## src/rtl/qtree_bool_serializer_pkg.sv

```systemverilog
// rtl/qtree_bool_serializer_pkg.sv - QTree_Bool word layout, frame type and FSM states
package qtree_bool_serializer_pkg;

  typedef logic [66:0] qtree_bool_t;
  typedef logic [15:0] ptr_qtree_bool_t;

  localparam logic [1:0] QNONE  = 2'd0;
  localparam logic [1:0] QVAL   = 2'd1;
  localparam logic [1:0] QNODE  = 2'd2;
  localparam logic [1:0] QERROR = 2'd3;

  localparam int VALID_BIT  = 0;
  localparam int TAG_LSB    = 1;
  localparam int VALUE_BIT  = 3;
  localparam int KIDS_LSB   = 3;
  localparam int KID_W      = 16;
  localparam int PTR_ADDR_W = 15;

  localparam qtree_bool_t QNONE_WORD  = {64'd0, QNONE, 1'b1};
  localparam qtree_bool_t QERROR_WORD = {64'd0, QERROR, 1'b1};

  typedef struct packed {
    logic [PTR_ADDR_W-1:0]     addr;
    ptr_qtree_bool_t [3:0]     kids;
    logic [2:0]                idx;
    qtree_bool_t               word;
  } frame_t;

  typedef enum logic [2:0] {
    S_IDLE, S_READ, S_WAIT, S_DESCEND, S_EMIT, S_EMIT_NULL
  } state_t;

  function automatic logic [1:0] tag_of(qtree_bool_t w);
    return w[TAG_LSB +: 2];
  endfunction

  // Outgoing words always carry valid=1; child pointers are heap-local, so they are dropped.
  function automatic qtree_bool_t emit_word(qtree_bool_t w);
    qtree_bool_t r;
    r = w;
    r[VALID_BIT] = 1'b1;
    if (tag_of(w) == QNODE) r[66:KIDS_LSB] = '0;
    return r;
  endfunction

endpackage

```

## src/rtl/qtree_bool_serializer_if.sv

```systemverilog
// rtl/qtree_bool_serializer_if.sv - root input, heap read port and output stream of the serializer
interface qtree_bool_serializer_if #(
  parameter int ADDR_W = 15
);
  import qtree_bool_serializer_pkg::*;

  ptr_qtree_bool_t   result_data;
  logic              result_ready;
  logic              heap_rd_en;
  logic [ADDR_W-1:0] heap_rd_addr;
  qtree_bool_t       heap_rd_data;
  qtree_bool_t       o_QTree_Bool_tdata;
  logic              o_QTree_Bool_tlast;
  logic              o_QTree_Bool_tvalid;
  logic              o_QTree_Bool_tready;

  modport master (
    input  result_data, heap_rd_data, o_QTree_Bool_tready,
    output result_ready, heap_rd_en, heap_rd_addr,
           o_QTree_Bool_tdata, o_QTree_Bool_tlast, o_QTree_Bool_tvalid
  );

  modport slave (
    output result_data, heap_rd_data, o_QTree_Bool_tready,
    input  result_ready, heap_rd_en, heap_rd_addr,
           o_QTree_Bool_tdata, o_QTree_Bool_tlast, o_QTree_Bool_tvalid
  );

endinterface

```

## src/rtl/qtree_frame_stack.sv

```systemverilog
// rtl/qtree_frame_stack.sv - LIFO of traversal frames with an in-place writable top entry
module qtree_frame_stack
  import qtree_bool_serializer_pkg::*;
#(
  parameter int DEPTH = 16,
  parameter int DW    = $clog2(DEPTH + 1)
) (
  input  logic          clk,
  input  logic          aresetn,
  input  logic          clear,
  input  logic          push,
  input  logic          pop,
  input  logic          wr_top,
  input  frame_t        push_frame,
  input  frame_t        top_wr_frame,
  output frame_t        top,
  output logic [DW-1:0] depth,
  output logic          full,
  output logic          empty
);

  localparam int AW = $clog2(DEPTH);

  frame_t        mem [DEPTH];
  logic [AW-1:0] top_idx;
  logic [AW-1:0] push_idx;

  assign top_idx  = AW'(depth - DW'(1));
  assign push_idx = AW'(depth);
  assign full     = (depth == DW'(DEPTH));
  assign empty    = (depth == '0);
  assign top      = mem[top_idx];

  always_ff @(posedge clk or negedge aresetn) begin
    if (!aresetn)              depth <= '0;
    else if (clear)            depth <= '0;
    else if (push && !full)    depth <= depth + DW'(1);
    else if (pop && !empty)    depth <= depth - DW'(1);
  end

  // Push and top rewrite may coincide: they address different entries.
  always_ff @(posedge clk) begin
    if (push && !full)    mem[push_idx] <= push_frame;
    if (wr_top && !empty) mem[top_idx]  <= top_wr_frame;
  end

endmodule

```

## src/rtl/qtree_bool_serializer.sv

```systemverilog
// rtl/qtree_bool_serializer.sv - walks a QTree_Bool in heap memory and streams it out in post-order
module qtree_bool_serializer
  import qtree_bool_serializer_pkg::*;
#(
  parameter int ADDR_W    = 15,
  parameter int MAX_DEPTH = 16,
  parameter int RD_LAT    = 1
) (
  input  logic                      clk,
  input  logic                      aresetn,
  qtree_bool_serializer_if.master   bus,
  output logic                      overflow
);

  localparam int DW = $clog2(MAX_DEPTH + 1);

  state_t          state;
  logic [1:0]      wait_cnt;
  logic            ready_q, rd_en_q, tvalid_q, tlast_q;
  qtree_bool_t     tdata_q;

  frame_t          top, push_frame, top_wr_frame;
  logic [DW-1:0]   depth;
  logic            full, empty, push, pop, wr_top, clear;

  ptr_qtree_bool_t child;
  qtree_bool_t     rd_word;
  logic            accept, at_end, word_done, is_node, last_frame;

  qtree_frame_stack #(.DEPTH(MAX_DEPTH), .DW(DW)) u_stack (
    .clk(clk), .aresetn(aresetn), .clear(clear), .push(push), .pop(pop),
    .wr_top(wr_top), .push_frame(push_frame), .top_wr_frame(top_wr_frame),
    .top(top), .depth(depth), .full(full), .empty(empty)
  );

  assign accept     = (state == S_IDLE) && bus.result_data[VALID_BIT] && empty;
  assign at_end     = (top.idx == 3'd4);
  // Children are visited q3 first so that q0 lands directly before its parent.
  assign child      = top.kids[2'd3 - top.idx[1:0]];
  assign word_done  = (state == S_WAIT) && (wait_cnt == 2'(RD_LAT - 1));
  assign rd_word    = bus.heap_rd_data[VALID_BIT] ? bus.heap_rd_data : QERROR_WORD;
  assign is_node    = (tag_of(rd_word) == QNODE);
  assign last_frame = (depth == DW'(1));

  always_comb begin
    push         = 1'b0;
    pop          = 1'b0;
    wr_top       = 1'b0;
    clear        = 1'b0;
    push_frame   = '0;
    top_wr_frame = top;
    case (state)
      S_IDLE: if (accept) begin
        push            = 1'b1;
        push_frame.addr = bus.result_data[15:1];
      end
      S_WAIT: if (word_done) begin
        wr_top            = 1'b1;
        top_wr_frame.word = rd_word;
        top_wr_frame.idx  = '0;
        top_wr_frame.kids = is_node ? rd_word[66:KIDS_LSB] : '0;
      end
      S_DESCEND: if (!at_end) begin
        wr_top           = 1'b1;
        top_wr_frame.idx = top.idx + 3'd1;
        if (child[VALID_BIT]) begin
          if (full) begin
            clear = 1'b1;
          end else begin
            push            = 1'b1;
            push_frame.addr = child[15:1];
          end
        end
      end
      S_EMIT: pop = bus.o_QTree_Bool_tready;
      default: ;
    endcase
  end

  always_ff @(posedge clk or negedge aresetn) begin
    if (!aresetn) begin
      state    <= S_IDLE;
      wait_cnt <= '0;
      ready_q  <= 1'b1;
      rd_en_q  <= 1'b0;
      tvalid_q <= 1'b0;
      tlast_q  <= 1'b0;
      tdata_q  <= '0;
      overflow <= 1'b0;
    end else begin
      case (state)
        S_IDLE: if (accept) begin
          ready_q <= 1'b0;
          rd_en_q <= 1'b1;
          state   <= S_READ;
        end
        S_READ: begin
          rd_en_q  <= 1'b0;
          wait_cnt <= '0;
          state    <= S_WAIT;
        end
        S_WAIT: begin
          if (!word_done) begin
            wait_cnt <= wait_cnt + 2'd1;
          end else if (is_node) begin
            state <= S_DESCEND;
          end else begin
            tvalid_q <= 1'b1;
            tdata_q  <= emit_word(rd_word);
            tlast_q  <= last_frame;
            state    <= S_EMIT;
          end
        end
        S_DESCEND: begin
          if (at_end) begin
            tvalid_q <= 1'b1;
            tdata_q  <= emit_word(top.word);
            tlast_q  <= last_frame;
            state    <= S_EMIT;
          end else if (!child[VALID_BIT]) begin
            tvalid_q <= 1'b1;
            tdata_q  <= QNONE_WORD;
            tlast_q  <= 1'b0;
            state    <= S_EMIT_NULL;
          end else if (full) begin
            overflow <= 1'b1;
            ready_q  <= 1'b1;
            state    <= S_IDLE;
          end else begin
            rd_en_q <= 1'b1;
            state   <= S_READ;
          end
        end
        S_EMIT: if (bus.o_QTree_Bool_tready) begin
          tvalid_q <= 1'b0;
          tlast_q  <= 1'b0;
          if (last_frame) begin
            ready_q <= 1'b1;
            state   <= S_IDLE;
          end else begin
            state <= S_DESCEND;
          end
        end
        S_EMIT_NULL: if (bus.o_QTree_Bool_tready) begin
          tvalid_q <= 1'b0;
          state    <= S_DESCEND;
        end
        default: state <= S_IDLE;
      endcase
    end
  end

  assign bus.result_ready        = ready_q;
  assign bus.heap_rd_en          = rd_en_q;
  assign bus.heap_rd_addr        = rd_en_q ? top.addr[ADDR_W-1:0] : '0;
  assign bus.o_QTree_Bool_tvalid = tvalid_q;
  assign bus.o_QTree_Bool_tdata  = tdata_q;
  assign bus.o_QTree_Bool_tlast  = tlast_q;

endmodule

```

## src/flat_wrapper.sv

```systemverilog
// flat-port wrapper written by rule: the top's interface ports become plain ports
module qtree_bool_serializer_flat import qtree_bool_serializer_pkg::*;
#(
  parameter int ADDR_W    = 15,
  parameter int MAX_DEPTH = 16,
  parameter int RD_LAT    = 1
)
  (clk, aresetn, overflow, bus_result_data, bus_heap_rd_data, bus_o_QTree_Bool_tready, bus_result_ready, bus_heap_rd_en, bus_heap_rd_addr, bus_o_QTree_Bool_tdata, bus_o_QTree_Bool_tlast, bus_o_QTree_Bool_tvalid);
  qtree_bool_serializer_if #(.ADDR_W(ADDR_W)) bus_i ();
  input  logic clk;
  input  logic aresetn;
  output logic overflow;
  input wire logic [$bits(bus_i.result_data)-1:0] bus_result_data;
  input wire logic [$bits(bus_i.heap_rd_data)-1:0] bus_heap_rd_data;
  input wire logic [$bits(bus_i.o_QTree_Bool_tready)-1:0] bus_o_QTree_Bool_tready;
  output wire logic [$bits(bus_i.result_ready)-1:0] bus_result_ready;
  output wire logic [$bits(bus_i.heap_rd_en)-1:0] bus_heap_rd_en;
  output wire logic [$bits(bus_i.heap_rd_addr)-1:0] bus_heap_rd_addr;
  output wire logic [$bits(bus_i.o_QTree_Bool_tdata)-1:0] bus_o_QTree_Bool_tdata;
  output wire logic [$bits(bus_i.o_QTree_Bool_tlast)-1:0] bus_o_QTree_Bool_tlast;
  output wire logic [$bits(bus_i.o_QTree_Bool_tvalid)-1:0] bus_o_QTree_Bool_tvalid;
  assign bus_i.result_data = bus_result_data;
  assign bus_i.heap_rd_data = bus_heap_rd_data;
  assign bus_i.o_QTree_Bool_tready = bus_o_QTree_Bool_tready;
  assign bus_result_ready = bus_i.result_ready;
  assign bus_heap_rd_en = bus_i.heap_rd_en;
  assign bus_heap_rd_addr = bus_i.heap_rd_addr;
  assign bus_o_QTree_Bool_tdata = bus_i.o_QTree_Bool_tdata;
  assign bus_o_QTree_Bool_tlast = bus_i.o_QTree_Bool_tlast;
  assign bus_o_QTree_Bool_tvalid = bus_i.o_QTree_Bool_tvalid;
  qtree_bool_serializer #(.ADDR_W(ADDR_W), .MAX_DEPTH(MAX_DEPTH), .RD_LAT(RD_LAT)) u_core (.clk(clk), .aresetn(aresetn), .bus(bus_i), .overflow(overflow));
endmodule
```

## config.mk

```make
export PLATFORM = sky130hd
export DESIGN_NAME = qtree_bool_serializer_flat
export DESIGN_NICKNAME = d
export VERILOG_FILES = /design/src/rtl/qtree_bool_serializer_pkg.sv /design/src/rtl/qtree_bool_serializer_if.sv /design/src/rtl/qtree_frame_stack.sv /design/src/rtl/qtree_bool_serializer.sv /design/src/flat_wrapper.sv
export SDC_FILE = /design/constraint.sdc
export NUM_CORES = 2
export LEC_CHECK = 0
export CORE_ASPECT_RATIO = 2
export CORE_UTILIZATION = 51
export CTS_CLUSTER_SIZE = 10
export DETAILED_ROUTE_END_ITERATION = 10
export PLACE_DENSITY = 0.67
export SLEW_MARGIN = 10
export SYNTH_ARGS = -nofsm -noshare
export SYNTH_HDL_FRONTEND = slang
export SYNTH_SLANG_ARGS = --single-unit
```

## constraint.sdc

```tcl
create_clock -name clk -period 26.4 [get_ports clk]
set_clock_uncertainty 0.05 [all_clocks]
set_input_delay 6.6 -clock clk [delete_from_list [all_inputs] [get_ports clk]]
set_output_delay 6.6 -clock clk [all_outputs]
set_load 0.005 [all_outputs]
```

## Word level (Yosys, flattened, before mapping)

Memories as Yosys holds them, arrays and structs flattened.
Cells that the tools add are included.

| word-level totals | value |
|---|---|
| flip-flop bits (word level) | 82 |
| latch bits | 0 |
| memory bits (writable) | 2,384 |
| bits in read-only memories | 0 |
| input bits | 86 |
| output and inout bits | 87 |
| logic and storage cells | 143 |
| memories | 1 |

| operators by class | value |
|---|---|
| $add $sub $neg | 5 |
| $mul | 0 |
| divide/modulo/power cells | 0 |
| $lt $le $gt $ge | 1 |
| equality and inequality tests | 23 |
| shifts and indexed selects | 0 |
| mux-type cells | 76 |
| bitwise logic cells | 1 |
| reduce and logical (&&, ||, !) cells | 27 |

Memory list:

| memory | depth | width | rd ports | clocked after memory_dff | wr ports | line | RTL |
|---|---|---|---|---|---|---|---|
| u_core.u_stack.mem | 16 | 149 | 1 | 0 | 2 | qtree_frame_stack.sv:24 | `frame_t mem [DEPTH];` |

Operators with widths:

| operator | number |
|---|---|
| 2-to-1 mux 67 bit | 6 |
| 2-to-1 mux 64 bit | 3 |
| 2-to-1 mux 134 bit | 1 |
| one-hot mux 67 bit (2 select lines) | 1 |
| 2-to-1 mux 15 bit | 5 |
| 2-to-1 mux 1 bit | 35 |
| binary-select mux 16 bit (select 2 bit) | 1 |
| one-hot mux 15 bit (2 select lines) | 1 |
| 2-to-1 mux 3 bit | 8 |
| one-hot mux 3 bit (6 select lines) | 1 |
| 2-to-1 mux 16 bit | 1 |
| 2-to-1 mux 5 bit | 3 |
| AND reduction 5 bit | 3 |
| nonzero test 3 bit | 5 |
| inequality test 2 bit, second input constant | 7 |
| one-hot mux 1 bit (3 select lines) | 4 |
| AND reduction 4 bit | 3 |
| inequality test 2 x 1 -> 1 bit, second input constant | 5 |
| == test 3 bit, second input constant | 3 |
| AND reduction 7 bit | 1 |
| == test 3 x 2 -> 1 bit, second input constant | 2 |
| logical AND 1 bit | 6 |
| one-hot mux 3 bit (2 select lines) | 1 |
| adder 5 x 1 -> 5 bit, second input constant | 1 |
| other kinds (21) | 26 |

## Depth between registers and ports, before layout

An unclocked memory read counts as a cell.

| logic depth | value |
|---|---|
| depth in word-level cells | 11 |
| mapped depth | 25 |

## Hierarchy

From an unflattened synthesis, not the netlist that was laid out.

| unflattened totals | value |
|---|---|
| cell total of the unflattened synthesis | 7,605 |
| area total of the unflattened synthesis | 127,400.9 um2 |

Modules (own cells, without submodules):

| module | times used | cells an instance | area an instance (um2) | sequential area each (um2) |
|---|---|---|---|---|
| qtree_frame_stack | 1 | 6,845 | 120,890.9 | 71,713.8 |
| qtree_bool_serializer | 1 | 760 | 6,510.0 | 1,928.1 |

## Least setup slack after synthesis

Ideal clock, no wire load.

| timing path | value |
|---|---|
| path type | input -> register |
| start point | input bus_result_data[0] |
| end point | memory u_core.u_stack.mem[0][100] in the netlist's numbering (enable) |
| arrival | 22,545 ps |
| required time | 25,295 ps |
| slack | 2,750 ps |
| stages | 4 |
| cells stage by stage | nand4b_1 nor4_4 a21oi_2 o41ai_1 |

RTL lines:

| element | line | RTL |
|---|---|---|
| start: declaration | flat_wrapper.sv:13 | `input wire logic [$bits(bus_i.result_data)-1:0] bus_result_data;` |
| end: declaration | qtree_frame_stack.sv:24 |  |

## Worst setup path in the final report

| timing path | value |
|---|---|
| start point | register u_core.u_stack.depth[0] |
| end point | output bus_heap_rd_addr[6] |

| between the ends | value |
|---|---|
| word-level cells in the longest chain between the ends | 3 |

RTL lines:

| element | line | RTL |
|---|---|---|
| start: declaration | qtree_frame_stack.sv:17 | `output logic [DW-1:0] depth,` |
| start signal: assignment | qtree_frame_stack.sv:37 | `else if (push && !full) depth <= depth + DW'(1);` |
| start signal: assignment | qtree_frame_stack.sv:38 | `else if (pop && !empty) depth <= depth - DW'(1);` |
| subtractor 5 x 1 -> 5 bit | - |  |
| memory read (16 x 149 bit) | - |  |
| 2-to-1 mux 15 bit | qtree_bool_serializer.sv:155 | `assign bus.heap_rd_addr = rd_en_q ? top.addr[ADDR_W-1:0] : '0;` |
| end: declaration | flat_wrapper.sv:18 | `output wire logic [$bits(bus_i.heap_rd_addr)-1:0] bus_heap_rd_addr;` |

Every way passes these cells.

==> metrics.cfg <==
[global_routing]
gr-total-overflow=0
grt_max_degree=139
grt_pass1_vias=69009
grt_usage_pct=32.3
grt_pass1_wl_microns=495000
antenna_found_initial=14

[clock_tree]
cts_root_buffer=clkbuf_16
cts_hold_buf=0
cts_sinks=2450
cts_tree=done
clkTransAtPathRegs_ns=0.06
post_cts_buffers=0
cts_buffers=287
cts-resized-gates=0
max-clock-path-buffers=4
clkLatencyLatePin_ns=0.87
htree_levels=5

[floorplanning]
core_area_sq_um=214000
io_pins=173
fp.dieW_microns=330
start_util_pct=51.4
row_count=240
dieHeight_microns=658
die_area_sq_um=217000

[sta]
finalCritPeriodShare_pct=46.8
max_freq_mhz=81.0
tightest_slew_ns=1.30
setup_viol=0
rsz0062_at_grt=false
hold_viol_final=0
holdWs_ns=0.422
fin_crit_ns=12.35
slew_violations=0
setup_tns_ns=0
slew_headroom_pct=13.5

[setup_path]
startpoint_type=register
cp_num_buf_inv=3
cp.arrival_ns=5.70
crit_chain=inv_1, ha_4, buf_4, mux4_2, mux4_2, and2_1, clkdlybuf4s50_1
crit_path_max_fanout=67
slowest_delay_ns=1.00
crit_family=buffers and inverters
crit_required_ns=19.75
worstSetupEndpointType=output port
critPathSlowestCell=ha_4
path_common_cell=mux4_2
crit_type=register to output port

[placement]
hpwlAfterDp_microns=187000
numPortBuffers=172
gp_congestion=0.863
placed_cell_area_sq_um=113000
dp.cells=9623

[synthesis]
synth_area_leaders=edfxtp_1 (65%), mux4_2 (14%), nor2_1 (8.3%)
synth_common_cells=nor2_1 (2425), edfxtp_1 (2368), mux4_2 (664)
synth.most_common_cell=nor2_1
yosysUniqueCellTypes=73
synth_flop_cell=edfxtp_1
syn_area_sq_um=110000
yosysSeqAreaShare_pct=66.6
post-synth-top-area-cell=edfxtp_1
synthArstFlopShare_pct=3.35
ys_ff_latch=2450
synth.net_count=7316
yosys_warnings=0
avgSynthCellArea_sq_um=15.2
synth-edff-count=2368
synthCells=7221
synthDominantCellAreaShare_pct=64.7

[drt]
drt-vias-per-instance=6.76
drc=0
dr.pass1.iters=6
drt_iter0_markers=9647
via_count=67927
wl_per_cell_microns=34.9
ant_nets=0
wirelength_microns=351000

[finish]
final_cell_area_sq_um=121000
drive_gt1_share_pct=20.6
fin_cells=10048
nNetsFinal=7224
area_growth_pct=10.2

[min_path]
holdCritPathClass=register to register

[power]
p_leak_nw=39.9
powerDensity_nw_per_um2=119
peakVddDrop_mv=0.0905

[status]
status=completed

[job]
maxCapViolations=0

final cells by class:
class | count | area (sq um)
fill | 16539 | 92800
sequential | 2450 | 73200
multi-input combinational | 4053 | 33400
clock buffer | 406 | 7760
tap | 2783 | 3480
timing repair buffer | 321 | 2980
clock inverter | 15 | 171
inverter | 16 | 62.6
antenna | 4 | 10.0
where the power goes:
part           switching [mW]  internal [mW]  total (mW)
Combinational            4.10           2.23        6.33
Clock                    1.51           2.02        3.53
Sequential             0.0891           4.44        4.53
per-stage QoR:
stage / util [%] / worst slack (ns) / power, mW
floorplan: - / 2.75 / 9.23
global placement: 52.9 / 14.81 / 10.8
detailed placement: 52.9 / 14.77 / 10.8
CTS: 56.6 / 13.98 / 14.3
global route: 56.6 / 13.89 / 14.8
finish: 56.6 / 14.05 / 14.4
cells in the final DEF (no fill, tap or decap), drive strengths merged, types with 3 or more instances in the layout:
cell,count
nor2,2428
edfxtp,2368
mux4,733
clkbuf,406
a21oi,383
clkdlybuf4s50,170
buf,151
dfrtp,81
nand2,74
mux2,69
mux2i,66
and3,62
nor3,37
o2bb2ai,34
a22o,29
inv,22
and2,20
o21ai,18
a32oi,17
nand3,10
ha,9
clkinv,9
o41ai,8
a22oi,6
nor2b,5
diode,4
nand2b,4
a211oi,4
a211o,3
nor4,3
sequential cells by signal, indices dropped and copies added, names as in the netlist:
| signal | count |
|---|---|
| u_core.u_stack.mem | 2368 |
| u_core.bus.o_QTree_Bool_tdata | 67 |
| u_core.u_stack.depth | 5 |
| u_core.state | 3 |
| u_core.wait_cnt | 2 |
| u_core.bus.heap_rd_en | 1 |
| u_core.bus.o_QTree_Bool_tlast | 1 |
| u_core.bus.o_QTree_Bool_tvalid | 1 |
| u_core.bus.result_ready | 1 |
| u_core.overflow | 1 |
worst paths after layout:
| check | start | to | slack (ns) | depth (start not counted) |
|---|---|---|---|---|
| setup / recovery | u_core.u_stack.depth[0] | bus_heap_rd_addr[6] | 14.05 | 7 |
| hold / removal | u_core.bus.o_QTree_Bool_tdata[0] | u_core.bus.o_QTree_Bool_tdata[0] | 0.42 | 1 |
| setup reg to reg | u_core.u_stack.depth[0] | u_core.u_stack.mem[4][11] | 16.47 | 19 |
| hold reg to reg | u_core.bus.o_QTree_Bool_tdata[0] | u_core.bus.o_QTree_Bool_tdata[0] | 0.42 | 1 |
| max in group asynchronous | aresetn | u_core.u_stack.depth[0] | 19.22 | 2 |
| min in group asynchronous | aresetn | u_core.bus.o_QTree_Bool_tdata[12] | 5.63 | 1 |
logic make-up after synthesis:
group / share of synthesized area, %
compound gates: 3.79
xor+xnor: 0.0228
mux: 16.7
simple gates: 9.42
buf+inv: 3.35
fa+ha+maj: 0.103
flops: 66.6
layer usage:
metal	vias up	wire length (microns)	global-route usage, %	part of all wire (%)
li1	26632	-	-	-
met1	35050	117000	40.5	33
met2	5189	171000	53.0	49
met3	1050	40700	6.13	12
met4	6	21800	17.6	6.2
met5	-	44	0	0.013
worst reg2reg max path, stage by stage, from the launching register on:
cell and delay (ns):
dfrtp_4 0.86, inv_1 0.26, ha_4 1.00, buf_4 0.76, buf_4 0.73, mux4_2 0.36
mux2i_1 0.09, mux2i_2 0.41, inv_4 0.24, ha_1 0.31, inv_1 0.10, or3_1 0.13
o221ai_2 0.25, nor2_2 0.32, a22o_4 0.48, a21oi_2 0.11, buf_4 0.29, o21ai_4 0.90
buf_4 1.01, buf_4 0.87
Power figures use the tool's default switching activity.
